## src/rtl/mul_pkg.sv

```systemverilog
// Shared constants, FSM state encoding and helpers for the multiplier arbiter.
package mul_pkg;

    localparam int unsigned NUM_REQ = 4;
    localparam int unsigned OP_W    = 32;
    localparam int unsigned PROD_W  = 64;
    localparam int unsigned IDX_W   = 2;
    localparam int unsigned WD_W    = 6;
    localparam logic [WD_W-1:0] TIMEOUT = 6'd47;

    typedef enum logic [1:0] {
        IDLE  = 2'd0,
        ISSUE = 2'd1,
        WAIT  = 2'd2,
        RESP  = 2'd3
    } state_e;

    function automatic logic [IDX_W-1:0] onehot_to_idx(input logic [NUM_REQ-1:0] oh);
        logic [IDX_W-1:0] idx;
        idx = 2'd0;
        for (int k = 0; k < NUM_REQ; k++) begin
            if (oh[k]) begin
                idx = 2'(k);
            end else begin
                idx = idx;
            end
        end
        return idx;
    endfunction

endpackage

```

## src/rtl/mul_arbiter_rr_select.sv

```systemverilog
// Rotating-priority selector: first requester above last_grant, wrapping around.
module rr_select
    import mul_pkg::*;
(
    input  logic [NUM_REQ-1:0] req_i,
    input  logic [IDX_W-1:0]   last_grant_i,
    output logic [NUM_REQ-1:0] grant_o,
    output logic               any_o
);

    logic             found_s;
    logic [IDX_W-1:0] idx_s;

    // Scan upward from last_grant+1; the 2-bit index wraps naturally.
    always_comb begin
        grant_o = 4'b0000;
        found_s = 1'b0;
        idx_s   = 2'd0;
        for (int k = 1; k <= NUM_REQ; k++) begin
            idx_s = last_grant_i + 2'(k);
            if (!found_s && req_i[idx_s]) begin
                grant_o[idx_s] = 1'b1;
                found_s        = 1'b1;
            end else begin
                found_s = found_s;
            end
        end
        any_o = |req_i;
    end

endmodule

```

## src/rtl/mul_arbiter.sv

```systemverilog
// Arbitrates four requesters onto one shared multiplier, one transaction at a time,
// with a watchdog that turns a hung multiplication into an error response.
module mul_arbiter
    import mul_pkg::*;
(
    input  logic                      Clock,
    input  logic                      Reset,
    input  logic [NUM_REQ-1:0]        req_valid,
    input  logic [NUM_REQ*OP_W-1:0]   req_a,
    input  logic [NUM_REQ*OP_W-1:0]   req_b,
    output logic [NUM_REQ-1:0]        req_accept,
    output logic [NUM_REQ-1:0]        rsp_valid,
    output logic [PROD_W-1:0]         rsp_product,
    output logic                      rsp_err,
    input  logic [NUM_REQ-1:0]        rsp_ack,
    output logic                      mul_valid,
    output logic [OP_W-1:0]           mul_a,
    output logic [OP_W-1:0]           mul_b,
    input  logic                      mul_done,
    input  logic [PROD_W-1:0]         mul_product,
    output logic                      mul_ack,
    output logic                      err_timeout
);

    state_e              state_q, state_d;
    logic [IDX_W-1:0]    last_grant_q, last_grant_d;
    logic [NUM_REQ-1:0]  grant_q, grant_d;
    logic [WD_W-1:0]     wd_q, wd_d;
    logic [NUM_REQ-1:0]  req_accept_q, req_accept_d;
    logic [NUM_REQ-1:0]  rsp_valid_q, rsp_valid_d;
    logic [PROD_W-1:0]   rsp_product_q, rsp_product_d;
    logic                rsp_err_q, rsp_err_d;
    logic                mul_valid_q, mul_valid_d;
    logic [OP_W-1:0]     mul_a_q, mul_a_d;
    logic [OP_W-1:0]     mul_b_q, mul_b_d;
    logic                mul_ack_q, mul_ack_d;
    logic                err_timeout_q, err_timeout_d;

    logic [NUM_REQ-1:0]  grant_s;
    logic                any_s;
    logic [IDX_W-1:0]    grant_idx_s;

    rr_select u_rr_select (
        .req_i        (req_valid),
        .last_grant_i (last_grant_q),
        .grant_o      (grant_s),
        .any_o        (any_s)
    );

    assign grant_idx_s = onehot_to_idx(grant_s);

    // Next-state and next-output logic; pulses default low every cycle.
    always_comb begin
        state_d       = state_q;
        last_grant_d  = last_grant_q;
        grant_d       = grant_q;
        wd_d          = wd_q;
        req_accept_d  = 4'b0000;
        rsp_valid_d   = rsp_valid_q;
        rsp_product_d = rsp_product_q;
        rsp_err_d     = rsp_err_q;
        mul_valid_d   = 1'b0;
        mul_a_d       = mul_a_q;
        mul_b_d       = mul_b_q;
        mul_ack_d     = 1'b0;
        err_timeout_d = err_timeout_q;
        case (state_q)
            IDLE: begin
                if (any_s) begin
                    grant_d      = grant_s;
                    req_accept_d = grant_s;
                    mul_a_d      = req_a[32'(grant_idx_s) * OP_W +: OP_W];
                    mul_b_d      = req_b[32'(grant_idx_s) * OP_W +: OP_W];
                    mul_valid_d  = 1'b1;
                    state_d      = ISSUE;
                end else begin
                    state_d = IDLE;
                end
            end
            ISSUE: begin
                wd_d    = 6'd0;
                state_d = WAIT;
            end
            WAIT: begin
                if (mul_done) begin
                    rsp_product_d = mul_product;
                    rsp_err_d     = 1'b0;
                    rsp_valid_d   = grant_q;
                    mul_ack_d     = 1'b1;
                    state_d       = RESP;
                end else if (wd_q == TIMEOUT) begin
                    rsp_product_d = 64'd0;
                    rsp_err_d     = 1'b1;
                    rsp_valid_d   = grant_q;
                    err_timeout_d = 1'b1;
                    mul_ack_d     = 1'b1;
                    state_d       = RESP;
                end else begin
                    wd_d = wd_q + 6'd1;
                end
            end
            RESP: begin
                // Only the granted requester's ack bit releases the response.
                if (|(rsp_ack & grant_q)) begin
                    last_grant_d  = onehot_to_idx(grant_q);
                    rsp_valid_d   = 4'b0000;
                    rsp_product_d = 64'd0;
                    rsp_err_d     = 1'b0;
                    state_d       = IDLE;
                end else begin
                    state_d = RESP;
                end
            end
            default: begin
                state_d = IDLE;
            end
        endcase
    end

    // State and output registers with synchronous reset.
    always_ff @(posedge Clock) begin
        if (Reset) begin
            state_q       <= IDLE;
            last_grant_q  <= 2'd3;
            grant_q       <= 4'b0000;
            wd_q          <= 6'd0;
            req_accept_q  <= 4'b0000;
            rsp_valid_q   <= 4'b0000;
            rsp_product_q <= 64'd0;
            rsp_err_q     <= 1'b0;
            mul_valid_q   <= 1'b0;
            mul_a_q       <= 32'd0;
            mul_b_q       <= 32'd0;
            mul_ack_q     <= 1'b0;
            err_timeout_q <= 1'b0;
        end else begin
            state_q       <= state_d;
            last_grant_q  <= last_grant_d;
            grant_q       <= grant_d;
            wd_q          <= wd_d;
            req_accept_q  <= req_accept_d;
            rsp_valid_q   <= rsp_valid_d;
            rsp_product_q <= rsp_product_d;
            rsp_err_q     <= rsp_err_d;
            mul_valid_q   <= mul_valid_d;
            mul_a_q       <= mul_a_d;
            mul_b_q       <= mul_b_d;
            mul_ack_q     <= mul_ack_d;
            err_timeout_q <= err_timeout_d;
        end
    end

    assign req_accept  = req_accept_q;
    assign rsp_valid   = rsp_valid_q;
    assign rsp_product = rsp_product_q;
    assign rsp_err     = rsp_err_q;
    assign mul_valid   = mul_valid_q;
    assign mul_a       = mul_a_q;
    assign mul_b       = mul_b_q;
    assign mul_ack     = mul_ack_q;
    assign err_timeout = err_timeout_q;

endmodule

```

## config.mk

```make
export PLATFORM = sky130hd
export DESIGN_NAME = mul_arbiter
export DESIGN_NICKNAME = d
export VERILOG_FILES = /design/src/rtl/mul_pkg.sv /design/src/rtl/mul_arbiter_rr_select.sv /design/src/rtl/mul_arbiter.sv
export SDC_FILE = /design/constraint.sdc
export NUM_CORES = 1
export LEC_CHECK = 0
export ABC_AREA = 1
export ABC_CLOCK_PERIOD_IN_PS = 2590
export CAP_MARGIN = 20
export CORE_AREA = 2 2 183 185
export CTS_CLUSTER_DIAMETER = 120
export DETAILED_ROUTE_END_ITERATION = 10
export DIE_AREA = 0 0 185 187
export MAX_ROUTING_LAYER = met4
export PLACE_DENSITY = 0.71
export SLEW_MARGIN = 20
export SYNTH_ARGS = -nofsm -noshare
export SYNTH_HDL_FRONTEND = slang
export SYNTH_SLANG_ARGS = --single-unit
export TNS_END_PERCENT = 1
```

## constraint.sdc

```tcl
create_clock -name Clock -period 2.59 [get_ports Clock]
set_input_delay 0.518 -clock Clock [delete_from_list [all_inputs] [get_ports Clock]]
set_output_delay 0.518 -clock Clock [all_outputs]
set_load 0.1 [all_outputs]
```

# Word-level counts from Yosys, hierarchy flattened

Cells that the tools add are included.

Word-level logic and storage cells: 118
Register bits after elaboration: 154
Output and inout bits: 140

Add/sub/neg operators: 4
Multiplexer cells: 52
Shifts and indexed selects: 2
Bitwise operators: 8
Eq/ne operators: 8
Magnitude comparators: 8
Reduce and logical (&&, ||, !) cells: 23

Operators with widths:

| kind                | number |
|---|---|
| $shiftx 128x8->32   | 2 |
| $mux 64             | 3 |
| $pmux 64 s2         | 1 |
| $mux 4              | 7 |
| $mux 1              | 20 |
| $mux 2              | 7 |
| $lt 2x3->1 const B  | 4 |
| $mux 6              | 2 |
| $or 4x4->4          | 3 |
| $pmux 6 s2          | 1 |
| $reduce_and 3->1    | 3 |
| $bmux 1 s2          | 4 |
| $demux 1 s2         | 4 |
| $ge 2x1->1 const B  | 4 |
| $pmux 2 s4          | 1 |
| $pmux 4 s2          | 1 |
| $reduce_or 4->1     | 2 |
| $logic_and 1x1->1   | 7 |
| $add 6x1->6 const B | 1 |
| $eq 6x6->1 const B  | 1 |
| $ne 2x2->1 const B  | 3 |
| $add 2x2->2 const B | 2 |
| $and 4x4->4         | 1 |
| $eq 2x2->1 const B  | 2 |
| other kinds (11)    | 19 |

# Logic depth before layout (Yosys ltp)

Gate-level depths: netlist of run 1.

Depth after elaboration: 17
Gate-level depth with buffers: 19
Depth with buffers taken out: 18

# By module

From an unflattened synthesis of run 1, not the netlist that was laid out.

Cells, all modules: 1,278
Area total of the unflattened synthesis: 8,371.8 sq um

Modules (own cells, without submodules):

| module      | cells an instance | area an instance (sq um) | instances |
|---|---|---|---|
| mul_arbiter | 1,202             | 7,943.9                  | 1 |
| rr_select   | 76                | 427.9                    | 1 |

# Least setup slack after synthesis of run 1

No wires, ideal clock.

Kind: register to register
Start point: register last_grant_q[0]
End point: register mul_a_q[2] (netlist: mul_a[2])
Required time: 2.481 ns
Path slack: 0.175 ns
Stages on the path, launching flop included: 17
Data arrival time: 2.306 ns
Setup time: 0.109 ns
Path through: dfxtp_1 -> inv_2 -> ha_1 -> inv_1 -> nand3_2 -> nand2_4 -> nand2_4 -> nor2_4 -> nand2_2 -> buf_2 -> buf_2 -> a21oi_1 -> nor2_1 -> nand2_1 -> nand3_1 -> nand2_1 -> inv_1

Longest elaborated chain between the ends: 17
Elaborated cells on any way between the ends: 51

Ends and longest elaborated chain:

| element                                                             | RTL line                    | text |
|---|---|---|
| start, declared                                                     | mul_arbiter.sv:26           | `logic [IDX_W-1:0] last_grant_q, last_grant_d;` |
| start signal, assigned                                              | mul_arbiter.sv:138          | `last_grant_q <= last_grant_d;` |
| parallel branches: the longest is 12 deep, another holds $lt 2x3->1 | -                           |  |
| $mux 4 *                                                            | mul_arbiter_rr_select.sv:21 | `if (!found_s && req_i[idx_s]) begin` |
| $mux 1                                                              | mul_pkg.sv:22               | `if (oh[k]) begin` |
| $mux 2                                                              | mul_pkg.sv:22               |  |
| $mux 2 *                                                            | mul_pkg.sv:22               |  |
| $shiftx 128x8->32 *                                                 | mul_arbiter.sv:72           | `mul_a_d = req_a[32'(grant_idx_s) * OP_W +: OP_W];` |
| end signal, assigned                                                | mul_arbiter.sv:146          | `mul_a_q <= mul_a_d;` |
| end, declared                                                       | mul_arbiter.sv:34           | `logic [OP_W-1:0] mul_a_q, mul_a_d;` |

Mark *: on every way between the ends. The select of a mux whose other input is x is not followed.
A chain may end at the register's enable or synchronous reset.

# Worst setup path in the final report of run 1

Start point: register last_grant_q[1]
End point: register mul_a_q[9] (netlist: mul_a[9])

The elaborated chain is that of the path after synthesis.

==> run summary, run 1 <==
kind of critical path: register to register
Synth top area share: 32.87%
status: completed
final antenna-violating net count: 0
initial antenna violation count: 8
Logic pwr share: 49.0%
H-tree levels: 4
Reg power frac: 27.0%
worst setup margin: 0.2983 ns
Worst VDD drop: 0.0005708 V
Core Region: 32860 um^2
cell taking the most area after synthesis: dfxtp_1
Slowest cell on crit path: dfxtp_1
Multi-input gate area: 4932 um^2
initial core utilization: 28.54%
count of flip-flops with a built-in enable after synthesis: 0
crit path capture type: register
Final Slew Violations: 0
fin util: 45.61%
placed insts: 2450
Pwr per Cell Area: 709.4 nW/um^2
Worst R2R Path Depth: 18
WL per Instance: 15.37 um
Tot Pwr: 0.01063 W
max-cap viol count: 0
total number of vias: 11440
Total Routed Length: 38280 um
Total GRT Usage: 22.15%
CTS Buf Count: 17
worst slew pin tran: 0.5054 ns
Buf/Inv on CP: 6
synthesized area: 9380 um^2
layout cells sized above 1: 12.44%
FF-to-FF setup slack: 0.30 ns
Die Y: 187 um
CP delay by family, top: simple AND/OR/NAND/NOR gates
Max Clk Rate: 436.4 MHz
Worst setup SP type: register
Synth Warn #: 0
# setup viols final: 0
most common cell after layout, fill and taps aside: nor2_1
clock root cell: clkbuf_16
crit-path most repeated cell: nand2_1
drt first pass iters: 6
Lkg Pwr: 7.546 nW
Largest stage delay, worst path: 0.33 ns
die area: 34600 um^2
Post-CTS Setup Bufs: 0
Overflow after GRT: 0
syn avg cell area: 5.914 um^2
Final nets: 2361
post-synthesis sequential area ratio: 32.87%
switching power: 0.005020 W
Cell Count, Final, Fillers Out: 2490
critical path depth in cells: 18
Slew HR: 66.18%
Synth Instances: 1586
reg2reg start: last_grant_q[1]$_SDFFE_PP1P_
Ports: 471
Worst Setup EP: mul_a[9]$_SDFFE_PP0P_
Synth cell types: 39
Critical Path AT: 2.68 ns
clock network fraction of total power: 24.0%
FP Rows: 67
CP Max Fanout: 4
First DRT Iteration DRCs: 595
worst endpoint required time: 2.98 ns
FF+latch count, synth: 154
fillers: 3380
Hold Path Stages: 2
CTS Buffer Depth: 2
Syn-to-layout area delta: 59.80%
vias in the first global route: 11020
cell breakdown of the critical path: inv_1 > ha_4 > inv_2 > nand3_1 > nand2_1 > nand2_1 > nor2_4 > nand2_2 > clkinv_2 > nor2_8 > buf_12 > nand2_4 > buf_4 > nor2_1 > nand2_1 > nand3_1 > nand2_1 > inv_1
clk_lat worst skew: 0.44 ns
RSZ-0062 raised after global routing: false
commonest cells after routing, fill and taps aside: 398 x nor2_1, 329 x clkdlybuf4s50_1, 303 x nand2_1
crit share post-route: 88.48%
Die W: 185 um
Hold Crit Class: input port to register
Most used DFF post-synth: dfxtp_1
pre-CTS setup slack: -0.2270 ns
Area contributors post-synth: dfxtp_1 33%, nor2_1 16%, nand2_1 12%, inv_1 8.5%, nand3_1 7.9%
clock slew at reported path FFs: 0.07 ns
Sink Count: 154
largest net degree at the start of global routing: 86
Final Hold Viols: 0
Vias/cell: 4.596
Reg area: 3083 um^2
IO buf count: 470
Residual DRC: 0
fin crit period: 2.292 ns
post-CTS sizing: 0
crit path launch: last_grant_q[1]$_SDFFE_PP1P_
Async S/R FF share, synth: 0%
reg-to-reg endpoint: mul_a[9]$_SDFFE_PP0P_
switching part of the total: 47.21%
Worst Skew: 0.006012 ns
wire length of the first global-routing pass: 58060 um
Hold WS: 0.4108 ns
hold buffers post-CTS: 0
syn_nets: 1926
Internal: 0.005613 W
Routability Congestion: 0.9312
HPWL Detailed: 28620 um
CTS tree: done
[worst min path at each step]
stage / end / startpoint / slack, ns
after floorplan: wd_q[3]$_SDFFE_PP0P_ / wd_q[3]$_SDFFE_PP0P_ / 0.45
after global placement: err_timeout$_SDFFE_PP0P_ / err_timeout$_SDFFE_PP0P_ / 0.44
after detailed placement: err_timeout$_SDFFE_PP0P_ / err_timeout$_SDFFE_PP0P_ / 0.45
after CTS: rsp_product[62]$_SDFFE_PP0P_ / Reset / 0.40
after global routing: rsp_err$_SDFFE_PP0P_ / Reset / 0.42
final: err_timeout$_SDFFE_PP0P_ / Reset / 0.41
[per-layer routing]
| metal | share of wire, % | vias up | GRT usage (%) |
|---|---|---|---|
| met4 | 3.6 | 0 | 10.41 |
| met2 | 48 | 479 | 37.28 |
| met1 | 40 | 5163 | 24.58 |
| li1 | - | 5741 | - |
| met5 | 0 | - | - |
| met3 | 8.3 | 61 | 5.276 |
[cell families (layout without fill, tap and decap cells)]
group,Yosys count,in the layout,synth area share [%]
AND/OR/NAND/NOR,884,884,39.18
flip-flops,154,154,32.87
adder cells (fa/ha/maj),9,9,1.201
buffers and inverters,322,770,14.87
AO/OA/AOI/OAI,217,217,11.88
other,0,8,0
[state kept, by name, summed over array words and instances (netlist names), 4 cells and up]
| signal | flops |
|---|---|
| wd_q | 6 |
| rsp_valid | 4 |
| mul_a | 32 |
| rsp_product | 64 |
| mul_b | 32 |
| grant_q | 4 |
| req_accept | 4 |
[metrics by stage]
step | instance area, um^2 | TNS, ns
floorplan | 9380 | 0
global placement | 14350 | -3.973
detailed placement | 14350 | -6.959
CTS | 14940 | 0
global route | 14990 | 0
finish | 14990 | 0
[cells in the mapped netlist (all sizes together) (2+ instances only)]
| cell | number |
|---|---|
| nand2 | 316 |
| a21oi | 138 |
| ha | 9 |
| buf | 55 |
| nand3 | 152 |
| o21ai | 69 |
| clkbuf | 45 |
| a22o | 2 |
| nor2 | 405 |
| clkinv | 4 |
| inv | 218 |
| nor3 | 6 |
| o211ai | 2 |
| dfxtp | 154 |
[final cells by class]
cell class / count / area share (%)
Inverter: 222 / 5.584
Multi-Input combinational cell: 1110 / 32.90
Clock inverter: 13 / 0.9182
Antenna cell: 8 / 0.1336
Sequential cell: 154 / 20.57
Clock buffer: 19 / 3.022
Tap cell: 448 / 3.740
Timing Repair Buffer: 516 / 33.13
[power groups by stage]
stage / Combinational [W] / Sequential [W] / Clock, W
final: 0.00521 / 0.00287 / 0.00255
after global routing: 0.00556 / 0.00291 / 0.00272
after CTS: 0.00523 / 0.00287 / 0.00263
after detailed placement: 0.00522 / 0.00292 / 0
after global placement: 0.00519 / 0.00291 / 0
after floorplan: 0.00149 / 0.00508 / 0
Power figures use the tool's default switching activity.
==> run 2: changes to the inputs <==
--- a/config.mk
+++ b/config.mk
@@ -14,6 +14,7 @@
 export DIE_AREA = 0 0 185 187
 export MAX_ROUTING_LAYER = met4
 export PLACE_DENSITY = 0.71
+export SKIP_CTS_REPAIR_TIMING = 1
 export SLEW_MARGIN = 20
 export SYNTH_ARGS = -nofsm -noshare
 export SYNTH_HDL_FRONTEND = slang
==> results of run 2 <==
The final DEF is identical to that of run 1; final timing and power are the same.
